==> config.mk <==
export PLATFORM = sky130hd
export DESIGN_NAME = clk_domain_manager
export DESIGN_NICKNAME = d
export VERILOG_FILES = /design/src/rtl/clk_mgr_pkg.sv /design/src/rtl/clk_domain_manager_cen.sv /design/src/rtl/clk_domain_manager.sv
export SDC_FILE = /design/constraint.sdc
export NUM_CORES = 1
export LEC_CHECK = 0
export BUFFER_PORTS_ARGS = -buffer_cell sky130_fd_sc_hd__buf_2
export CAP_MARGIN = 20
export CORE_MARGIN = 1
export CORE_UTILIZATION = 25
export DETAILED_ROUTE_END_ITERATION = 7
export GPL_TIMING_DRIVEN = 0
export MAX_ROUTING_LAYER = met4
export PLACE_DENSITY_LB_ADDON = 0.15
export SLEW_MARGIN = 20
export SYNTH_ARGS = -nofsm -noshare
export SYNTH_HDL_FRONTEND = slang
export SYNTH_SLANG_ARGS = --single-unit
==> constraint.sdc <==
create_clock -name clk -period 3.35 [get_ports clk]
set_clock_uncertainty 0.05 [all_clocks]
set_input_delay 0.5025 -clock clk [delete_from_list [all_inputs] [get_ports clk]]
set_output_delay 0.5025 -clock clk [all_outputs]
set_load 0.01 [all_outputs]
==> src/rtl/clk_mgr_pkg.sv <==
// Clock-domain manager shared types and constants.
// Imported by the manager top and its helpers.
`timescale 1ns/1ps
package clk_mgr_pkg;

  typedef enum logic [1:0] {
    WAIT_LOCK = 2'd0,
    STABLE    = 2'd1,
    RUN       = 2'd2
  } mgr_state_t;

  localparam int DEF_NUM_CEN     = 2;
  localparam int DEF_ACC_W       = 16;
  localparam int DEF_LOCK_STABLE = 1024;
  localparam int DEF_CNT_W       = 8;

  // Phase increment for a target strobe rate, rounded to nearest.
  function automatic longint calc_inc(
    input real f_out,
    input real f_clk,
    input int  acc_w
  );
    real scaled;
    scaled = f_out * (2.0 ** acc_w) / f_clk;
    return longint'(scaled);
  endfunction

endpackage

==> src/rtl/clk_domain_manager_cen.sv <==
// Fractional clock-enable generator (phase accumulator).
// Carry out of the wrapping add is registered as the strobe.
`timescale 1ns/1ps
module frac_cen_gen #(
  parameter int ACC_W = 16
) (
  input  logic             clk,
  input  logic             rst,
  input  logic             enable,
  input  logic [ACC_W-1:0] inc,
  output logic             cen
);

  logic [ACC_W-1:0] acc;
  logic [ACC_W:0]   sum;

  assign sum = {1'b0, acc} + {1'b0, inc};

  // Accumulate while enabled; otherwise hold phase and strobe at zero.
  always_ff @(posedge clk) begin
    if (rst || !enable) begin
      acc <= '0;
      cen <= 1'b0;
    end else begin
      acc <= sum[ACC_W-1:0];
      cen <= sum[ACC_W];
    end
  end

endmodule

==> src/rtl/clk_domain_manager.sv <==
// PLL lock qualification, system reset and clock-enable strobes.
// sys_rst is decoded from the state register only.
`timescale 1ns/1ps
module clk_domain_manager
  import clk_mgr_pkg::*;
#(
  parameter int NUM_CEN            = DEF_NUM_CEN,
  parameter int ACC_W              = DEF_ACC_W,
  parameter int LOCK_STABLE_CYCLES = DEF_LOCK_STABLE,
  parameter int CNT_W              = DEF_CNT_W
) (
  input  logic                     clk,
  input  logic                     rst,
  input  logic                     pll_locked,
  input  logic [NUM_CEN*ACC_W-1:0] cen_inc,
  output logic                     sys_rst,
  output logic                     ready,
  output logic [NUM_CEN-1:0]       cen,
  output logic [CNT_W-1:0]         lock_loss_count,
  output logic [1:0]               mgr_state
);

  localparam int SC_W = $clog2(LOCK_STABLE_CYCLES);
  localparam logic [SC_W-1:0] LAST = SC_W'(LOCK_STABLE_CYCLES - 1);

  mgr_state_t       state, state_n;
  logic             sync1, locked_s;
  logic [SC_W-1:0]  cnt, cnt_n;
  logic [CNT_W-1:0] llc, llc_n;
  logic             run_hold;

  // Synchroniser, state, window counter and loss counter registers.
  always_ff @(posedge clk) begin
    if (rst) begin
      sync1    <= 1'b0;
      locked_s <= 1'b0;
      state    <= WAIT_LOCK;
      cnt      <= '0;
      llc      <= '0;
    end else begin
      sync1    <= pll_locked;
      locked_s <= sync1;
      state    <= state_n;
      cnt      <= cnt_n;
      llc      <= llc_n;
    end
  end

  // Next-state logic; any glitch in STABLE restarts the window.
  always_comb begin
    state_n = state;
    cnt_n   = cnt;
    llc_n   = llc;
    case (state)
      WAIT_LOCK: begin
        if (locked_s) begin
          state_n = STABLE;
          cnt_n   = '0;
        end
      end
      STABLE: begin
        if (!locked_s) begin
          state_n = WAIT_LOCK;
        end else if (cnt == LAST) begin
          state_n = RUN;
        end else begin
          cnt_n = cnt + 1'b1;
        end
      end
      RUN: begin
        if (!locked_s) begin
          state_n = WAIT_LOCK;
          if (llc != {CNT_W{1'b1}}) begin
            llc_n = llc + 1'b1;
          end
        end
      end
      default: state_n = WAIT_LOCK;
    endcase
  end

  // Accumulators run only while staying in RUN, so the leaving edge clears them.
  assign run_hold = (state == RUN) && (state_n == RUN);

  assign sys_rst         = (state != RUN);
  assign ready           = ~sys_rst;
  assign lock_loss_count = llc;
  assign mgr_state       = state;

  for (genvar i = 0; i < NUM_CEN; i++) begin : g_cen
    frac_cen_gen #(
      .ACC_W (ACC_W)
    ) u_cen (
      .clk    (clk),
      .rst    (rst),
      .enable (run_hold),
      .inc    (cen_inc[i*ACC_W +: ACC_W]),
      .cen    (cen[i])
    );
  end

endmodule

# After elaboration in Yosys (flattened, before gate mapping)
# Cells that the tools add are included.
[classes]
shift = 0
reduce_logical = 7
bitwise_logic = 2
addsub = 4
n_eq_ne = 9
magnitude_cmp = 0
mux = 9
div = 0
multipliers = 0
[ops]
columns = ["op", "n"]
rows = [
  ["adder 16 x 16 -> 17 bit", 2],
  ["2-to-1 mux 10 bit", 3],
  ["one-hot mux 10 bit (2 select lines)", 1],
  ["adder 10 x 1 -> 10 bit (second input constant)", 1],
  ["equality test 10 bit (second input constant)", 1],
  ["adder 8 x 1 -> 8 bit (second input constant)", 1],
  ["2-to-1 mux 2 bit", 4],
  ["inequality test 2 bit (second input constant)", 4],
  ["inequality test 8 bit (second input constant)", 1],
  ["one-hot mux 2 bit (3 select lines)", 1],
  ["equality test 2 bit (second input constant)", 2],
  ["AND reduction 4 bit", 1],
  ["AND reduction 3 bit", 1],
  ["equality test 2 x 1 -> 1 bit (second input constant)", 1],
  ["logical NOT 2 bit", 1],
  ["inverter 1 bit", 2],
  ["nonzero test 2 bit", 1],
  ["logical AND 1 bit", 1],
  ["logical NOT 1 bit", 1],
  ["logical OR 1 bit", 1],
]
[word_totals]
mem_bits_ro = 0
ram_bits = 0
reg_bits = 56
latch_bits = 0
output_inout_bits = 14
inputBits = 35
elab_cells = 40
mem_count = 0

# Logic depth before layout (Yosys ltp)
# Gate-level depths: netlist of run 1.
[logic_depth]
depth_word = 8
ltp_mapped = 7
ltp_nobuf = 7

# Hierarchy
# A second synthesis of run 1 with hierarchy kept.
[unflattened]
hier_cells = 412
hier_area_um2 = 3552.2
[by_module_without_submodules]
columns = ["module", "seq_area_each_um2", "cells_per_inst", "area_per_inst_um2", "n_inst"]
rows = [
  ["frac_cen_gen", 340.3, 145, 1229.9, 2],
  ["clk_domain_manager", 440.4, 122, 1092.3, 1],
]

# Least setup slack after synthesis of run 1
# OpenSTA, ideal clock, no wires.
[synth_timing]
kind = "in2reg"
startpoint = "input cen_inc[0]"
endpoint = "register g_cen[0].u_cen.acc[8]"
setup_ns = 0.072
arrival_ns = 2.155
required_ns = 3.228
slack_ns = 1.074
n_path_buf = 0
path_stages = 7
cell_sequence = "ha_1 -> fa_1 -> a21o_1 -> a311o_1 -> a21o_1 -> a21oi_1 -> mux2i_1"
[synth_between]
elab_chain_cells = 1
[synth_rtl]
columns = ["element", "line", "text"]
rows = [
  ["start: declaration", "clk_domain_manager.sv:15", "input logic [NUM_CEN*ACC_W-1:0] cen_inc,"],
  ["adder 16 x 16 -> 17 bit", "clk_domain_manager_cen.sv:17", "assign sum = {1'b0, acc} + {1'b0, inc};"],
  ["end signal: assignment", "clk_domain_manager_cen.sv:25", "acc <= sum[ACC_W-1:0];"],
  ["end: declaration", "clk_domain_manager_cen.sv:14", "logic [ACC_W-1:0] acc;"],
]
# Every way passes these cells.
# A chain may end at the register's enable or synchronous reset.

# Worst setup path after layout of run 1
[layout_timing]
startpoint = "input cen_inc[16]"
endpoint = "register g_cen[1].u_cen.cen"
[layout_between]
elab_chain_cells = 1
[layout_rtl]
columns = ["element", "line", "text"]
rows = [
  ["adder 16 x 16 -> 17 bit", "clk_domain_manager_cen.sv:17", ""],
  ["end signal: assignment", "clk_domain_manager_cen.sv:26", "cen <= sum[ACC_W];"],
  ["end: declaration", "clk_domain_manager_cen.sv:11", "output logic cen"],
]
# Every way passes these cells.

==> impl_results.md, run 1 <==
* Clk Tree Root Cell: clkbuf_16
* Area of placed instances at 0.00393 sq mm
* Chip Width at 120 um
* Hold Crit Depth at 2
* Synth unique cells at between 50 and 60
* Fillers at 1476
* Initial antenna violation count at 2
* Largest net degree at the start of global routing at 17
* 1st-pass router iterations at 4
* Global route hottest layer: met2
* Worst R2R Start: g_cen[1].u_cen.acc[0]$_SDFF_PP0_
* Remaining global-route overflow at 0
* Final period util at 0.676
* Cell Area, Synth at roughly 0.0035 sq mm
* Fin Setup TNS at 0 ps
* Layout cells sized above 1 at 0.138
* Reg-to-reg setup timing slack at ~1100 ps
* CTS clk-pin slew, worst paths at 70 ps
* Design Power at between 1 and 1.5 mW
* Yosys warns at 0
* Crit path max fanout at 4
* Area growth syn-to-layout at 18.7%
* Final instance area at around 0.004 sq mm
* Initial detailed-routing violation count at around 160
* Port Buffers at 48
* Pwr per Cell Area at approximately 350 mW/mm^2
* Synth Area in Compound Gates at 0.246
* DRT antenna net count at 0
* CTS Buf Count at 5
* Overall Global Routing Usage at 0.125
* Postcts setup bufs at 0
* Largest family of logic cells by synthesized area: compound AO/OA/AOI/OAI gates
* Syn avg cell area at a little under 9 sq um
* Post-detail-place hpwl at roughly 6300 um
* Critical Path AT at 2380 ps
* Row Count at 42
* Post-synthesis sequential area ratio at 0.323
* Number of global-route vias before repair at ~3000
* Hold_sp: pll_locked
* Hold slack final at approximately 370 ps
* Grt met2 use at 0.208
* RD Place Congestion at about 0.8
* Fin nets at 527
* Multiplexer share of the synthesized area at 0.0115
* Post-synth EDFFs at 0
* Crit path kind: in -> reg
* Worst Hold Path EP: sync1$_SDFF_PP0_
* CTS tree: done
* Final-report setup violation count at 0
* Post-Synth Simple-Gate Area at 0.193
* Synth top area share at 0.323
* Top Ports at 49
* Most frequent cell after synthesis: dfxtp_1
* WL/cell at 13.2 um
* Slew Viols, Final at 0
* Mapped Cells at 401
* Post-route DRC at 0
* Max Fclk at between 0.4 and 0.5 GHz
* RSZ-0062 raised after global routing: false
* Starting Density at 0.259
* Top cells by count, synth: dfxtp_1, a21oi_1, nor2_1, ha_1, nand2_1
* Via count at around 3100
* Vias/cell at a little under 5
* Slew @ Worst Pin at between 700 and 800 ps
* Most common flop cell mapped by yosys: dfxtp_1
* Share of flip-flops with an asynchronous set or reset at 0
* Ranking of synthesized cells by area: dfxtp_1, ha_1, a21oi_1
* Worst min path class: in -> reg
* Full die area at 0.0143 sq mm
* Worst r2r dst: g_cen[1].u_cen.cen$_SDFF_PP0_
* Die Span Y at 120 um
* P_leak at approximately 1.7 nW
* Critical Path Start Type: input pin
* Yosys top cell by area: dfxtp_1
* CTS resizes at 0
* WL final at approximately 8400 um
* Worst vdd ir at between 0.15 and 0.2 mV
* GR Layer Usage met1 at 0.144
* CTS Sinks at 56
* Period minus WS final at about 2300 ps
* First-pass GRT wire length at 13800 um
* Syn nets at around 470
* XOR/XNOR Fraction of Synth Area at 0.0631
* CTS max path bufs at 2
* Core area at ~0.013 sq mm
* Status: finished, final reports clean
* Hold buffer count at CTS at 0
* Worst-Skew Late Latency at between 300 and 400 ps
* Crit path capture type: flop
* Final-report hold violation count at 0
* Required time at the worst-slack endpoint at between 3000 and 4000 ps
* Number of synthesized register bits at 56
* Reg2Reg Depth at 7
* Maxcap violations at 0
* Rel. slew slack at 0.485
* Met3 Usage GRT at 0.0304
* Area of the multi-input gates at around 0.0022 sq mm
* Register Area at roughly 0.0011 sq mm
* H-tree depth at 2
* Post-Synth Adder-Cell Area at 0.134
-- critical path, stage by stage --
cell and delay, ps:
buf_2 100, ha_1 230, fa_1 430, a211oi_1 320
o21bai_1 200, o2bb2ai_1 280, o21ai_1 160, o2bb2ai_1 150
-- area by class of cell --
type	count	area share
diodes	2	0.00122
plain buffers	12	0.0128
clock buffers	7	0.0371
clock inverters	1	0.00729
inverters	13	0.0119
multi-input cells	320	0.546
flip-flops and latches	56	0.272
well taps	176	0.0535
repair buffers	48	0.0584
-- worst max-delay path by stage --
stage                                   endpoint  slack, ps                     from
2_1_floorplan   g_cen[0].u_cen.acc[8]$_SDFF_PP0_       1070               cen_inc[0]
3_3_place_gp       g_cen[1].u_cen.cen$_SDFF_PP0_        760              cen_inc[16]
5_1_grt        g_cen[1].u_cen.acc[14]$_SDFF_PP0_        950  mgr_state[0]$_SDFF_PP0_
6_report           g_cen[1].u_cen.cen$_SDFF_PP0_       1090              cen_inc[16]
3_5_place_dp       g_cen[1].u_cen.cen$_SDFF_PP0_        780              cen_inc[16]
4_1_cts        g_cen[1].u_cen.acc[13]$_SDFF_PP0_       1030  mgr_state[0]$_SDFF_PP0_
-- logic make-up (layout without fill, tap and decap cells) --
| logic type | Yosys count | after routing |
|---|---|---|
| compound gates | 127 | 127 |
| xor+xnor | 25 | 25 |
| fa+ha+maj | 36 | 36 |
| buf+inv | 25 | 81 |
| flops | 56 | 56 |
| mux | 4 | 4 |
| other cells | 0 | 2 |
| simple gates | 128 | 128 |
-- routing by layer --
metal,up-vias,share of wire
li1,1586,-
met1,1453,0.46
met2,60,0.47
met3,10,0.046
met4,0,0.016
met5,-,0
-- power breakdown --
group / switching [mW] / internal [mW] / leakage, nW / total, mW
sequential: 0.00161 / 0.666 / 0.451 / 0.668
clock: 0.262 / 0.395 / 0.0901 / 0.657
combinational: 0.0591 / 0.0452 / 1.18 / 0.104
total: 0.322 / 1.11 / 1.73 / 1.43
-- per-stage QoR --
| step | setup WS [ps] | instances | util |
|---|---|---|---|
| after floorplan | 1070 | 401 | - |
| after global placement | 763 | 625 | 0.293 |
| after detailed placement | 782 | 625 | 0.293 |
| after CTS | 1030 | 633 | 0.307 |
| after global routing | 952 | 635 | 0.307 |
| final | 1090 | 635 | 0.307 |
-- flip-flops by register name, indices dropped and copies added, names as in the netlist --
| register | cells |
|---|---|
| locked_s | 1 |
| cnt | 10 |
| lock_loss_count | 8 |
| mgr_state | 2 |
| sync1 | 1 |
| g_cen.u_cen.cen | 2 |
| g_cen.u_cen.acc | 32 |
-- placed cells by master (no fill, tap or decap), types with 2 or more instances in the layout --
master / instances
a211o_1: 3
o21ai_1: 4
o2bb2ai_1: 2
o21ai_0: 17
a211oi_1: 11
and2_1: 7
clkbuf_1: 10
ha_1: 34
clkbuf_16: 5
clkbuf_8: 2
buf_2: 48
and3_1: 5
o22ai_1: 2
and4_1: 6
a21oi_1: 38
nor3_1: 8
a21o_1: 9
a31oi_1: 3
nor2_1: 38
buf_4: 2
nand4_1: 7
o211ai_1: 5
mux2i_1: 4
o21bai_1: 7
dfxtp_1: 56
xnor2_1: 10
nand2_1: 19
diode_2: 2
inv_1: 13
o21a_1: 8
nand3b_1: 2
nand2b_1: 5
fa_1: 2
nor2b_1: 5
nand3_1: 14
or3_1: 3
a2111o_1: 2
nor3b_1: 2
xor2_1: 15
a311o_1: 2
(Power assumes the default switching activity.)
==> run 2, diff against run 1 <==
==> constraint.sdc (replaced) <==
create_clock -name clk -period 2.2 [get_ports clk]
set_clock_uncertainty 0.05 [all_clocks]
set_input_delay 0.33 -clock clk [delete_from_list [all_inputs] [get_ports clk]]
set_output_delay 0.33 -clock clk [all_outputs]
set_load 0.01 [all_outputs]
==> run 2 against run 1 <==
  * Register-to-register slack got worse by 1000 ps
  * Final cell count shrank 0.16%
  * Count of clock-buffer cells in the layout unchanged
  * Critical path type is now reg -> reg
  * Critical endpoint is now g_cen[1].u_cen.acc[12]$_SDFF_PP0_
  * Largest cell class unchanged
  * Highest routed layer unchanged
==> impl_results.md, run 2 (same netlist as run 1, synthesis figures left out) <==
* WL final at 8420 um (+0.61%)
* Required time at the worst-slack endpoint at 2330 ps (-1140 ps)
* Pwr per Cell Area at 522 mW/mm^2 (+50%)
* Crit path max-delay family: compound AO/OA/AOI/OAI gates
* Worst min path class: in -> reg
* Highest-count cells in the layout ignoring fill and taps: dfxtp_1, buf_2, nor2_1
* H-tree depth at 2 (unchanged)
* Core area at 0.0134 sq mm (unchanged)
* Period minus WS final at about 2100 ps
* Slew Viols, Final at 0 (unchanged)
* Register bank with the most flops: g_cen.u_cen.acc
* DRT antenna net count at 0 (unchanged)
* Final-report setup violation count at 0 (unchanged)
* Final-report hold violation count at 0 (unchanged)
* Maxcap violations at 0 (unchanged)
* Worst vdd ir at 0.230 mV (+53%)
* Post-layout util at 0.310 (+0.00289)
* Slowest stage delay, CP at 440 ps (about the same)
* Postcts setup bufs at 0 (unchanged)
* Largest net degree at the start of global routing at 17 (unchanged)
* Crit path max fanout at 4 (unchanged)
* Slew @ Worst Pin at 503 ps (-270 ps)
* Initial detailed-routing violation count at 137 (-12%)
* Buf/Inv on CP at 0 (-1)
* Clk Tree Root Cell: clkbuf_16
* Die Span Y at 120 um (unchanged)
* Final period util at 0.961
* Number of flip-flops in the largest register at 32 (unchanged)
* Layout cells sized above 1 at 0.160 (+0.0222)
* Number of global-route vias before repair at 2960 (unchanged)
* Post-detail-place hpwl at 6310 um (unchanged)
* Commonest non-fill, non-tap cell in the layout: dfxtp_1
* Via count at 3104 (-0.16%)
* Port Buffers at 48 (unchanged)
* 1st-pass router iterations at 4 (unchanged)
* Remaining global-route overflow at 0 (unchanged)
* Critical Path AT at 2240 ps (-140 ps)
* Crit path capture type: flop
* Max stage delay cell, worst path: fa_1
* Rel. slew slack at 0.664 (+0.179)
* Initial antenna violation count at 2 (unchanged)
* First-pass GRT wire length at 13800 um (about the same)
* P_leak at 1.74 nW (+1.0%)
* Area growth syn-to-layout at 19.8%
* RD Place Congestion at 0.803 (unchanged)
* Fin Setup TNS at 0 ps (unchanged)
* Starting Density at 0.259 (unchanged)
* Critical Path Start Type: flop
* Worst-Skew Late Latency at 300 ps (about the same)
* WL/cell at 13.3 um (+0.77%)
* Crit path kind: reg -> reg
* Fin nets at 526 (-0.19%)
* Full die area at 0.0143 sq mm (unchanged)
* Status: finished, final reports clean
* CTS max path bufs at 2 (unchanged)
* Overall Global Routing Usage at 0.125 (+0.000314)
* Chip Width at 120 um (unchanged)
* Post-route DRC at 0 (unchanged)
* CTS clk-pin slew, worst paths at 80 ps (about the same)
* Vias/cell at 4.90 (about the same)
* Row Count at 42 (unchanged)
* Max Fclk at 0.473 GHz
* CTS tree: done
* CTS Buf Count at 5 (unchanged)
* Top Ports at 49 (unchanged)
* CTS Sinks at 56 (unchanged)
* Critical path, cell by cell: ha_1, fa_1, a211oi_2, o21bai_1, o2bb2ai_2, o21ai_1, mux2i_1
run 2: cell count changes in the layout (fill, tap and decap cells not counted), sizes merged:
cell,delta
buf,+1
clkbuf,-2
run 2: cell type report:
class                   instances  area, sq um
inverters                      13         48.8
flip-flops and latches         56         1120
plain buffers                  11         52.6
clock inverters                 1         30.0
multi-input cells             320         2280
fillers                      1470         9250
diodes                          2         5.00
clock buffers                   7          153
well taps                     176          220
repair buffers                 48          240
run 2: metrics by stage:
step                cell area (sq um)  setup slack, ps  std cells  hold slack (ps)  power [mW]
global placement                 3930             -215        625              376        1.20
finish                           4160             86.8        634              203        2.17
floorplan                        3470             96.2        401              352        1.14
global route                     4160            -32.0        634              212        2.27
detailed placement               3930             -196        625              374        1.20
CTS                              4130             25.6        633              199        2.22
run 2: path summary, 6_finish.rpt:
check	startpoint	end	slack [ps]	cells past startpoint
setup / recovery	g_cen[1].u_cen.acc[0]$_SDFF_PP0_	g_cen[1].u_cen.acc[12]$_SDFF_PP0_	90	7
hold / removal	pll_locked	sync1$_SDFF_PP0_	200	2
setup reg to reg	g_cen[1].u_cen.acc[0]$_SDFF_PP0_	g_cen[1].u_cen.acc[12]$_SDFF_PP0_	90	7
hold reg to reg	sync1$_SDFF_PP0_	locked_s$_SDFF_PP0_	390	1
run 2: what timing repair did:
action | in CTS | in global routing
pin swaps | 0 | 1
hold buffers | 0 | 0
endpoints found under the setup margin | 14 | 19
gates cloned | 0 | 0
resized for setup | 4 | 10
run 2: layer usage:
metal | wire length [um] | up-vias | GRT usage
met2 | 4050 | 58 | 0.207
li1 | - | 1588 | -
met1 | 3930 | 1448 | 0.145
met3 | 359 | 10 | 0.0304
met4 | 83 | 0 | 0.0484
met5 | 0 | - | -
run 2: where the power goes:
group | leakage, nW | switching [mW] | internal, mW
registers | 0.451 | 0.00249 | 1.01
clock network | 0.0901 | 0.391 | 0.601
logic | 1.20 | 0.0912 | 0.0694
total | 1.74 | 0.485 | 1.69
